File: src/rtl/noc_pkg.sv
// Shared types and constants for the NoC local endpoint.
package noc_pkg;

    localparam int FLIT_W = 16;

    typedef struct packed {
        logic [7:0] payload;
        logic [7:0] dest;
    } flit_t;

    localparam int ERR_CREDIT_OVF = 0;
    localparam int ERR_EJ_OVF     = 1;

endpackage

File: src/rtl/noc_sync_fifo.sv
// Show-ahead synchronous FIFO; a push while full is taken only together with a pop.
// rdata reads as zero while the FIFO is empty.
module noc_sync_fifo #(
    parameter int WIDTH = 16,
    parameter int DEPTH = 4
) (
    input  logic             clk,
    input  logic             rst,
    input  logic             push,
    input  logic [WIDTH-1:0] wdata,
    input  logic             pop,
    output logic [WIDTH-1:0] rdata,
    output logic             full,
    output logic             empty
);

    localparam int AW = (DEPTH > 1) ? $clog2(DEPTH) : 1;

    logic [AW-1:0]    wptr_q, wptr_d, rptr_q, rptr_d;
    logic [AW:0]      cnt_q, cnt_d;
    logic [WIDTH-1:0] mem_q [DEPTH];
    logic             do_push, do_pop;

    assign empty   = (cnt_q == '0);
    assign full    = (cnt_q == (AW+1)'(DEPTH));
    assign do_pop  = pop && !empty;
    assign do_push = push && (!full || do_pop);
    assign rdata   = empty ? '0 : mem_q[rptr_q];

    // Pointers wrap naturally because DEPTH is a power of two.
    always_comb begin
        wptr_d = wptr_q;
        rptr_d = rptr_q;
        cnt_d  = cnt_q;
        if (do_push) wptr_d = wptr_q + 1'b1;
        if (do_pop)  rptr_d = rptr_q + 1'b1;
        case ({do_push, do_pop})
            2'b10:   cnt_d = cnt_q + 1'b1;
            2'b01:   cnt_d = cnt_q - 1'b1;
            default: cnt_d = cnt_q;
        endcase
    end

    always_ff @(posedge clk) begin
        if (rst) begin
            wptr_q <= '0;
            rptr_q <= '0;
            cnt_q  <= '0;
        end else begin
            wptr_q <= wptr_d;
            rptr_q <= rptr_d;
            cnt_q  <= cnt_d;
        end
    end

    always_ff @(posedge clk) begin
        if (do_push) mem_q[wptr_q] <= wdata;
    end

endmodule

File: src/rtl/noc_local_endpoint.sv
// Router L-port endpoint: credit-controlled flit injection and credit-returning ejection.
// Optional flit counters are built when NOC_EP_STATS_EN is defined.
module noc_local_endpoint
    import noc_pkg::*;
#(
    parameter int CREDITS   = 4,
    parameter int INJ_DEPTH = 4,
    parameter int EJ_DEPTH  = 4
) (
    input  logic              clk,
    input  logic              rst,
    input  logic              inj_valid,
    output logic              inj_ready,
    input  logic [7:0]        inj_dest,
    input  logic [7:0]        inj_payload,
    output logic [FLIT_W-1:0] net_tx_data,
    output logic              net_tx_enable,
    input  logic              net_tx_credit,
    input  logic [FLIT_W-1:0] net_rx_data,
    input  logic              net_rx_enable,
    output logic              net_rx_credit,
    output logic              ej_valid,
    input  logic              ej_ready,
    output logic [FLIT_W-1:0] ej_data,
`ifdef NOC_EP_STATS_EN
    output logic [15:0]       tx_count,
    output logic [15:0]       rx_count,
`endif
    output logic [1:0]        err
);

    localparam int CW = $clog2(CREDITS + 1);

    logic [CW-1:0]     ccnt_q, ccnt_d;
    logic [FLIT_W-1:0] tx_data_q, tx_data_d;
    logic              tx_en_q, tx_en_d;
    logic              rx_credit_q, rx_credit_d;
    logic [1:0]        err_q, err_d;

    flit_t             inj_word;
    logic [FLIT_W-1:0] inj_head, send_word;
    logic              inj_full, inj_empty, inj_accept, inj_push, inj_pop, fire;
    logic              ej_full, ej_empty, ej_pop;

    // Handshake: a word moves when valid && ready are both high at a rising edge.
    assign inj_word.payload = inj_payload;
    assign inj_word.dest    = inj_dest;
    assign inj_ready  = !inj_full && !rst;
    assign inj_accept = inj_valid && inj_ready;

    // An arriving word bypasses an empty FIFO so it can leave in the same cycle.
    assign fire      = (!inj_empty || inj_accept) && (ccnt_q != '0);
    assign send_word = inj_empty ? inj_word : inj_head;
    assign inj_push  = inj_accept && !(inj_empty && fire);
    assign inj_pop   = fire && !inj_empty;

    assign ej_valid = !ej_empty;
    assign ej_pop   = ej_valid && ej_ready;

    noc_sync_fifo #(.WIDTH(FLIT_W), .DEPTH(INJ_DEPTH)) u_inj_fifo (
        .clk   (clk),
        .rst   (rst),
        .push  (inj_push),
        .wdata (inj_word),
        .pop   (inj_pop),
        .rdata (inj_head),
        .full  (inj_full),
        .empty (inj_empty)
    );

    noc_sync_fifo #(.WIDTH(FLIT_W), .DEPTH(EJ_DEPTH)) u_ej_fifo (
        .clk   (clk),
        .rst   (rst),
        .push  (net_rx_enable),
        .wdata (net_rx_data),
        .pop   (ej_pop),
        .rdata (ej_data),
        .full  (ej_full),
        .empty (ej_empty)
    );

    always_comb begin
        ccnt_d      = ccnt_q;
        err_d       = err_q;
        tx_en_d     = fire;
        tx_data_d   = fire ? send_word : tx_data_q;
        rx_credit_d = ej_pop;
        if (fire && !net_tx_credit) begin
            ccnt_d = ccnt_q - 1'b1;
        end else if (!fire && net_tx_credit) begin
            if (ccnt_q == CW'(CREDITS)) err_d[ERR_CREDIT_OVF] = 1'b1;
            else                        ccnt_d = ccnt_q + 1'b1;
        end
        if (net_rx_enable && ej_full && !ej_pop) err_d[ERR_EJ_OVF] = 1'b1;
    end

    always_ff @(posedge clk) begin
        if (rst) begin
            ccnt_q      <= CW'(CREDITS);
            tx_data_q   <= '0;
            tx_en_q     <= 1'b0;
            rx_credit_q <= 1'b0;
            err_q       <= '0;
        end else begin
            ccnt_q      <= ccnt_d;
            tx_data_q   <= tx_data_d;
            tx_en_q     <= tx_en_d;
            rx_credit_q <= rx_credit_d;
            err_q       <= err_d;
        end
    end

    assign net_tx_data   = tx_data_q;
    assign net_tx_enable = tx_en_q;
    assign net_rx_credit = rx_credit_q;
    assign err           = err_q;

`ifdef NOC_EP_STATS_EN
    logic [15:0] tx_count_q, tx_count_d, rx_count_q, rx_count_d;

    always_comb begin
        tx_count_d = tx_count_q + {15'd0, tx_en_q};
        rx_count_d = rx_count_q + {15'd0, net_rx_enable && (!ej_full || ej_pop)};
    end

    always_ff @(posedge clk) begin
        if (rst) begin
            tx_count_q <= '0;
            rx_count_q <= '0;
        end else begin
            tx_count_q <= tx_count_d;
            rx_count_q <= rx_count_d;
        end
    end

    assign tx_count = tx_count_q;
    assign rx_count = rx_count_q;
`endif

endmodule

File: config.mk
export PLATFORM = sky130hd
export DESIGN_NAME = noc_local_endpoint
export DESIGN_NICKNAME = d
export VERILOG_FILES = /design/src/rtl/noc_pkg.sv /design/src/rtl/noc_sync_fifo.sv /design/src/rtl/noc_local_endpoint.sv
export SDC_FILE = /design/constraint.sdc
export NUM_CORES = 1
export LEC_CHECK = 0
export BUFFER_PORTS_ARGS = -buffer_cell sky130_fd_sc_hd__buf_4
export CAP_MARGIN = 10
export CORE_AREA = 5 5 154 156
export DETAILED_ROUTE_END_ITERATION = 10
export DIE_AREA = 0 0 159 161
export GPL_ROUTABILITY_DRIVEN = 0
export GPL_TIMING_DRIVEN = 1
export PLACE_DENSITY = 0.5
export REMOVE_ABC_BUFFERS = 1
export SKIP_LAST_GASP = 1
export SLEW_MARGIN = 30
export SYNTH_ARGS = -nofsm -noshare
export SYNTH_HDL_FRONTEND = slang
export SYNTH_SLANG_ARGS = --single-unit
File: constraint.sdc
create_clock -name clk -period 4.5 [get_ports clk]
set_input_delay 0.225 -clock clk [delete_from_list [all_inputs] [get_ports clk]]
set_output_delay 0.225 -clock clk [all_outputs]
set_load 0.01 [all_outputs]
# Word-level counts from Yosys, hierarchy flattened
# Memories as Yosys holds them, arrays and structs flattened. A register that Yosys moved wholly into a read port is not among the register bits.
# Cells that the tools add are included.
# Widths: inputs -> output; s select.
[word_totals]
reg_bits = 37
ram_bits = 128
input_bits = 38
output_inout_bits = 38
word_cells = 83
n_memories = 2
[classes]
add_sub_neg = 10
eq_ne = 8
mux = 15
bitwise = 1
n_reduce_logical = 35
[memory_table]
columns = ["memory", "depth", "word_bits", "read_ports", "rd_clocked_by_memory_dff", "write_ports", "line_no", "source"]
rows = [
  ["u_ej_fifo.mem_q", 4, 16, 1, 1, 1, "noc_sync_fifo.sv:21", "logic [WIDTH-1:0] mem_q [DEPTH];"],
  ["u_inj_fifo.mem_q", 4, 16, 1, 1, 1, "noc_sync_fifo.sv:21", ""],
]
[ops]
columns = ["op", "count"]
rows = [
  ["$mux 16", 2],
  ["$logic_and 1x1->1", 15],
  ["$pmux 3 s2", 2],
  ["$add 3x1->3 const B", 3],
  ["$eq 3x3->1 const B", 3],
  ["$logic_not 1->1", 9],
  ["$mux 3", 3],
  ["$sub 3x1->3 const B", 3],
  ["$add 2x1->2 const B", 4],
  ["$mux 2", 4],
  ["$logic_not 3->1", 2],
  ["$reduce_bool 2->1", 3],
  ["$eq 2x1->1 const B", 2],
  ["$eq 2x2->1 const B", 2],
  ["$mux 1", 4],
  ["$logic_or 1x1->1", 3],
  ["$reduce_and 3->1", 1],
  ["$reduce_bool 3->1", 1],
  ["$ne 2x2->1 const B", 1],
  ["$reduce_and 2->1", 1],
  ["$not 1->1", 1],
]

# Depth between registers and ports, before layout
[logic_depth]
ltp_word = 12
ltp_mapped = 10
mapped_depth_nobuf = 9

# Hierarchy
# A second synthesis with hierarchy kept.
[unflattened]
cells_unflattened = 455
hier_area_um2 = 7263.2
[by_module_without_submodules]
columns = ["module", "n_inst", "cells_per_inst", "area_each_um2", "seq_area_each_um2"]
rows = [
  ["noc_sync_fifo", 2, 169, 3050.4, 2102.0],
  ["noc_local_endpoint", 1, 117, 1162.4, 460.4],
]

# Least setup slack after synthesis
# Ideal clock, no wire load.
[synth_path]
path_kind = "reg2reg"
start = "reg u_ej_fifo.cnt_q[0]"
end = "reg u_ej_fifo.cnt_q[2]"
setup_time_ns = 0.070
t_arrival_ns = 2.070
t_required_ns = 4.430
setup_slack_ns = 2.359
stages_incl_launch_ff = 10
path_buffers = 0
synth_period_minus_slack_ns = 2.141
path_cell_list = "dfxtp_1 -> nor4b_1 -> nor2_1 -> inv_1 -> ha_1 -> inv_1 -> fa_1 -> xor2_1 -> or3_1 -> a21oi_1"
[synth_between]
elab_chain_len = 8
word_cells_on_any_way = 14
classes_between = "add/sub: 2; eq/ne: 3; mux: 1; reduce/logical: 8"
[synth_rtl]
columns = ["element", "line_no", "source"]
rows = [
  ["start: declaration", "noc_sync_fifo.sv:20", "logic [AW:0] cnt_q, cnt_d;"],
  ["start signal: assignment", "noc_sync_fifo.sv:52", "cnt_q <= cnt_d;"],
  ["$logic_not 3->1", "noc_sync_fifo.sv:24", "assign empty = (cnt_q == '0);"],
  ["$logic_not 1->1", "noc_sync_fifo.sv:26, noc_local_endpoint.sv:57", ""],
  ["$logic_and 1x1->1", "noc_local_endpoint.sv:58", "assign ej_pop = ej_valid && ej_ready;"],
  ["$logic_and 1x1->1", "noc_sync_fifo.sv:26", "assign do_pop = pop && !empty;"],
  ["$logic_or 1x1->1", "noc_sync_fifo.sv:27", "assign do_push = push && (!full || do_pop);"],
  ["$logic_and 1x1->1", "noc_sync_fifo.sv:27", ""],
  ["$eq 2x1->1 or $eq 2x2->1 (tied branches)", "noc_sync_fifo.sv:37", "case ({do_push, do_pop})"],
  ["$pmux 3 s2 or $reduce_bool 2->1 (tied branches)", "-", ""],
]
# Several ways; a longest one is shown, not always the timed one.
# A chain may end at the register's enable or synchronous reset.

# Worst setup path after layout
[layout_path]
start = "reg u_inj_fifo.cnt_q[2]"
end = "reg u_inj_fifo.cnt_q[2]"
[layout_between]
elab_chain_len = 12
word_cells_on_any_way = 21
classes_between = "add/sub: 2; eq/ne: 3; mux: 1; reduce/logical: 15"
[layout_rtl]
columns = ["element", "line_no", "source"]
rows = [
  ["start: declaration", "noc_sync_fifo.sv:20", ""],
  ["start signal: assignment", "noc_sync_fifo.sv:52", ""],
  ["$eq 3x3->1", "noc_sync_fifo.sv:25", "assign full = (cnt_q == (AW+1)'(DEPTH));"],
  ["$logic_not 1->1", "noc_local_endpoint.sv:48", "assign inj_ready = !inj_full && !rst;"],
  ["$logic_and 1x1->1", "noc_local_endpoint.sv:48", ""],
  ["$logic_and 1x1->1", "noc_local_endpoint.sv:49", "assign inj_accept = inj_valid && inj_ready;"],
  ["$logic_or 1x1->1", "noc_local_endpoint.sv:52", "assign fire = (!inj_empty || inj_accept) && (ccnt_q != '0);"],
  ["$logic_and 1x1->1", "noc_local_endpoint.sv:52", ""],
  ["$logic_and 1x1->1", "noc_local_endpoint.sv:55", "assign inj_pop = fire && !inj_empty;"],
  ["$logic_and 1x1->1 *", "noc_sync_fifo.sv:26", ""],
  ["net u_inj_fifo.do_pop", "noc_sync_fifo.sv:22", "logic do_push, do_pop;"],
  ["$logic_or 1x1->1", "noc_sync_fifo.sv:27", ""],
  ["$logic_and 1x1->1", "noc_sync_fifo.sv:27", ""],
  ["$eq 2x1->1 or $eq 2x2->1 (tied branches)", "noc_sync_fifo.sv:37", ""],
  ["$pmux 3 s2 or $reduce_bool 2->1 (tied branches)", "-", ""],
]
# The timed path passes the listed nets; every way through them passes the cells marked *.

==> key figures <==
Outcome
  • Outcome: completed

Worst setup path
  • Crit path cell chain: nor3_2, buf_4, nor2_1, ha_1, inv_1, fa_1, xor2_1, or3_1, a21oi_1
  • Req. time, crit path: 4.84 ns
  • Crit Reg-Reg Startpoint: u_inj_fifo.cnt_q[2]
  • CP max FO: 22
  • Critical path's largest stage delay: 0.82 ns
  • Type of the worst setup path: register to register
  • Crit path to: u_inj_fifo.cnt_q[2]
  • Critical Path AT: ~3.1 ns
  • Reg2Reg Depth: 9
  • CP Capture Type: register
  • R2R Setup Slk: roughly 1.8 ns
  • CP Launch Point: u_inj_fifo.cnt_q[2]
  • CP startpoint kind: register
  • Reg-to-Reg End: u_inj_fifo.cnt_q[2]
  • CP max stage cell: dfxtp_1

Synthesis
  • Top cells by area, synth: edfxtp_1, dfxtp_1, mux4_2
  • Avg Inst Size Synth: 15.75 um2
  • Synth Warn #: 0
  • EDFF count, synth: roughly 130
  • Synth cell types: 37
  • Ys async rst share: 0%
  • Count leader, synth: edfxtp_1
  • Top cells by instance count after synthesis: edfxtp_1, dfxtp_1, inv_1
  • Top-area cell type share of the netlist area: 55.22%
  • Leading area contributor after synthesis: edfxtp_1
  • Number of synthesized register bits: 169
  • Top FF cell, synth: edfxtp_1
  • Post-synthesis cell area: 0.006960 mm2
  • Sequential-to-total area share from yosys stat: 67.01%
  • Cells after Synth: 442

STA
  • Slew @ Worst Pin: 0.9347 ns
  • Final hold viol count: 0
  • Normalized max-slew margin: 37.69%
  • # setup viols final: 0
  • Worst setup margin: 1.796 ns
  • Clk_skew: 0.01594 ns
  • Fin crit period: 2.704 ns
  • Fin. max-slew vios: 0
  • Fmax: 369.8 MHz
  • Final period util: about three fifths
  • Setup TNS: 0 ns
  • RSZ-0062 raised after global routing: no

Routing
  • Via density: between 4 and 5
  • Iter 0 DRT Violations: 163
  • ANT nets after route: 0
  • WL final: 14800 um
  • Post-route DRC: 0
  • Vias: 3983
  • Routed len/inst: approximately 18 um
  • DRT Pass-1 Iters: 4

Global route
  • Largest net degree at the start of global routing: 41
  • Gr ovfl total: 0
  • Vias in the first global route: 4333
  • First-pass GRT wire length: 23990 um
  • All-Layer GR Usage: 12.02%
  • Initial antenna violation count: 0

Power
  • Pwr Density: 576.7 mW/mm2
  • Switching share of power: 31.65%
  • Seq pwr share: 40.9%
  • Total chip power: 0.004999 W
  • Sw power: roughly 0.0016 W
  • P_int: ~0.0034 W
  • Clock power frac: 30.3%
  • Combinational share of power: about 29%
  • Worst vdd ir: 0.2831 mV
  • Leakage: 3.004 nW

Clock network
  • Max clock buf depth: 2
  • Clk pin slew, worst setup/hold paths: ~0.070 ns
  • CTS H-tree lvls: 4
  • Root buffer cell: clkbuf_16
  • CTS tree: yes
  • Num CTS Buffers: 17
  • Clock Sinks: 169
  • Clk_lat worst skew: 0.43 ns

Layout
  • Finished Core Util: 39.00%
  • Non-filler cells in the finished layout: 836
  • Filler cells: 2073
  • Area delta synth->final: 24.54%
  • Antenna diodes: 0
  • Post-layout net count: 591
  • Share of layout cells above drive strength 1: slightly below 30%

Floorplan
  • Die H: 161 um
  • Boundary Pins: 76
  • Initial Utilization: between 30% and 40%
  • Core Footprint: 0.02223 mm2
  • Die width: 159 um
  • Placement row count: 55
  • Total die area: between 0.02 and 0.03 mm2

Place
  • Post-Place Cells: about 780
  • DP HPWL: 9348 um
  • Port bufs: 75
  • DP Worst Slack: 1.574 ns

Run
  • Max cap viols: 0

Hold path
  • Worst Hold Class: input port to register
[per-layer routing]
layer	global-route usage [%]	vias to the layer above	wire length, um
met1	15.23	1995	6521
met4	3.800	0	170
met5	0	-	0
li1	-	1888	-
met3	3.062	12	655
met2	20.32	88	7452
[registers in the layout (all words and copies together) (netlist names), named ones only]
register,count
u_ej_fifo.cnt_q,3
u_ej_fifo.mem_q,64
u_inj_fifo.mem_q,64
net_rx_credit,1
net_tx_data,16
net_tx_enable,1
u_ej_fifo.rptr_q,2
u_inj_fifo.rptr_q,2
err,2
u_inj_fifo.cnt_q,3
ccnt_q,3
u_ej_fifo.wptr_q,2
u_inj_fifo.wptr_q,2
[worst min-delay path by stage]
stage | from | end | slack, ns | cells after the start
after floorplan | rst | net_tx_data[10] | 0.29 | 1
after global placement | net_rx_data[2] | u_ej_fifo.mem_q[0][2] | 0.43 | 1
after detailed placement | net_rx_data[2] | u_ej_fifo.mem_q[0][2] | 0.43 | 1
after CTS | inj_payload[4] | u_inj_fifo.mem_q[2][12] | 0.002 | 1
after global routing | inj_payload[4] | u_inj_fifo.mem_q[2][12] | 0.006 | 1
final | inj_dest[0] | u_inj_fifo.mem_q[3][0] | 0.02 | 1
[power by group through the flow]
stage                     Clock (W)  Sequential (W)  Combinational [W]
after global routing        0.00162         0.00207            0.00160
after CTS                   0.00155         0.00204            0.00148
after global placement            0         0.00207            0.00142
after floorplan                   0         0.00208           0.000834
after detailed placement          0         0.00208            0.00146
final                       0.00151         0.00204            0.00144
[cell type report]
class                      instances  area, um2  share of cell area (%)
sequential                       169       4664                   53.81
inverter                          38      142.6                   1.645
multi-input combinational        207       2039                   23.53
timing repair buffer             105      850.8                   9.815
clock buffer                      18      439.2                   5.066
clock inverter                    14      175.2                   2.021
tap                              285      356.6                   4.114
[what timing repair did]
action                                 CTS  global route
endpoints found under the hold margin   98             0
setup endpoints to repair                0             0
hold buffers                            25             0
setup buffers                            0             0
resized for setup                        0             0
[through the flow]
step / area (um2) / hold slack (ns)
6_report: 8668 / 0.01929
2_1_floorplan: 6832 / 0.2912
3_5_place_dp: 7804 / 0.4309
4_1_cts: 8668 / 0.001985
5_1_grt: 8668 / 0.005993
3_3_place_gp: 7804 / 0.4260
[cell usage in the layout, fill, tap and decap left out, types with 6 or more instances in the layout]
cell / netlist / final
a211oi_1: 16 / 16
a21oi_1: 13 / 13
a221oi_1: 8 / 8
a221oi_2: 8 / 8
buf_4: 3 / 80
clkbuf_16: 0 / 17
dfxtp_1: 41 / 41
dlygate4sd3_1: 0 / 25
edfxtp_1: 128 / 128
ha_1: 12 / 12
inv_1: 36 / 36
mux4_2: 32 / 32
nand2_1: 19 / 19
nor2_1: 17 / 17
nor2b_1: 16 / 16
nor4b_1: 18 / 18
or3_1: 6 / 6
xor2_1: 7 / 7
[cell families after synthesis]
family	Yosys count	share of synthesized area, %
AOI/OAI and AO/OA	58	6.705
xor gates and xnor gates	7	0.8808
adders and majority gates	15	3.020
buffers and inverters	66	3.901
DFF	169	67.01
muxes	34	10.71
and+or+nand+nor	93	7.766
[worst max-delay path, delay by kind of cell, from the launching register on]
kind,cells,cell delay [ns]
flops,1,0.82
simple gates,3,0.60
fa+ha+maj,2,0.58
buf+inv,2,0.31
xor+xnor,1,0.17
compound gates,1,0.15
Note: power is estimated with default switching activity, not from simulation.
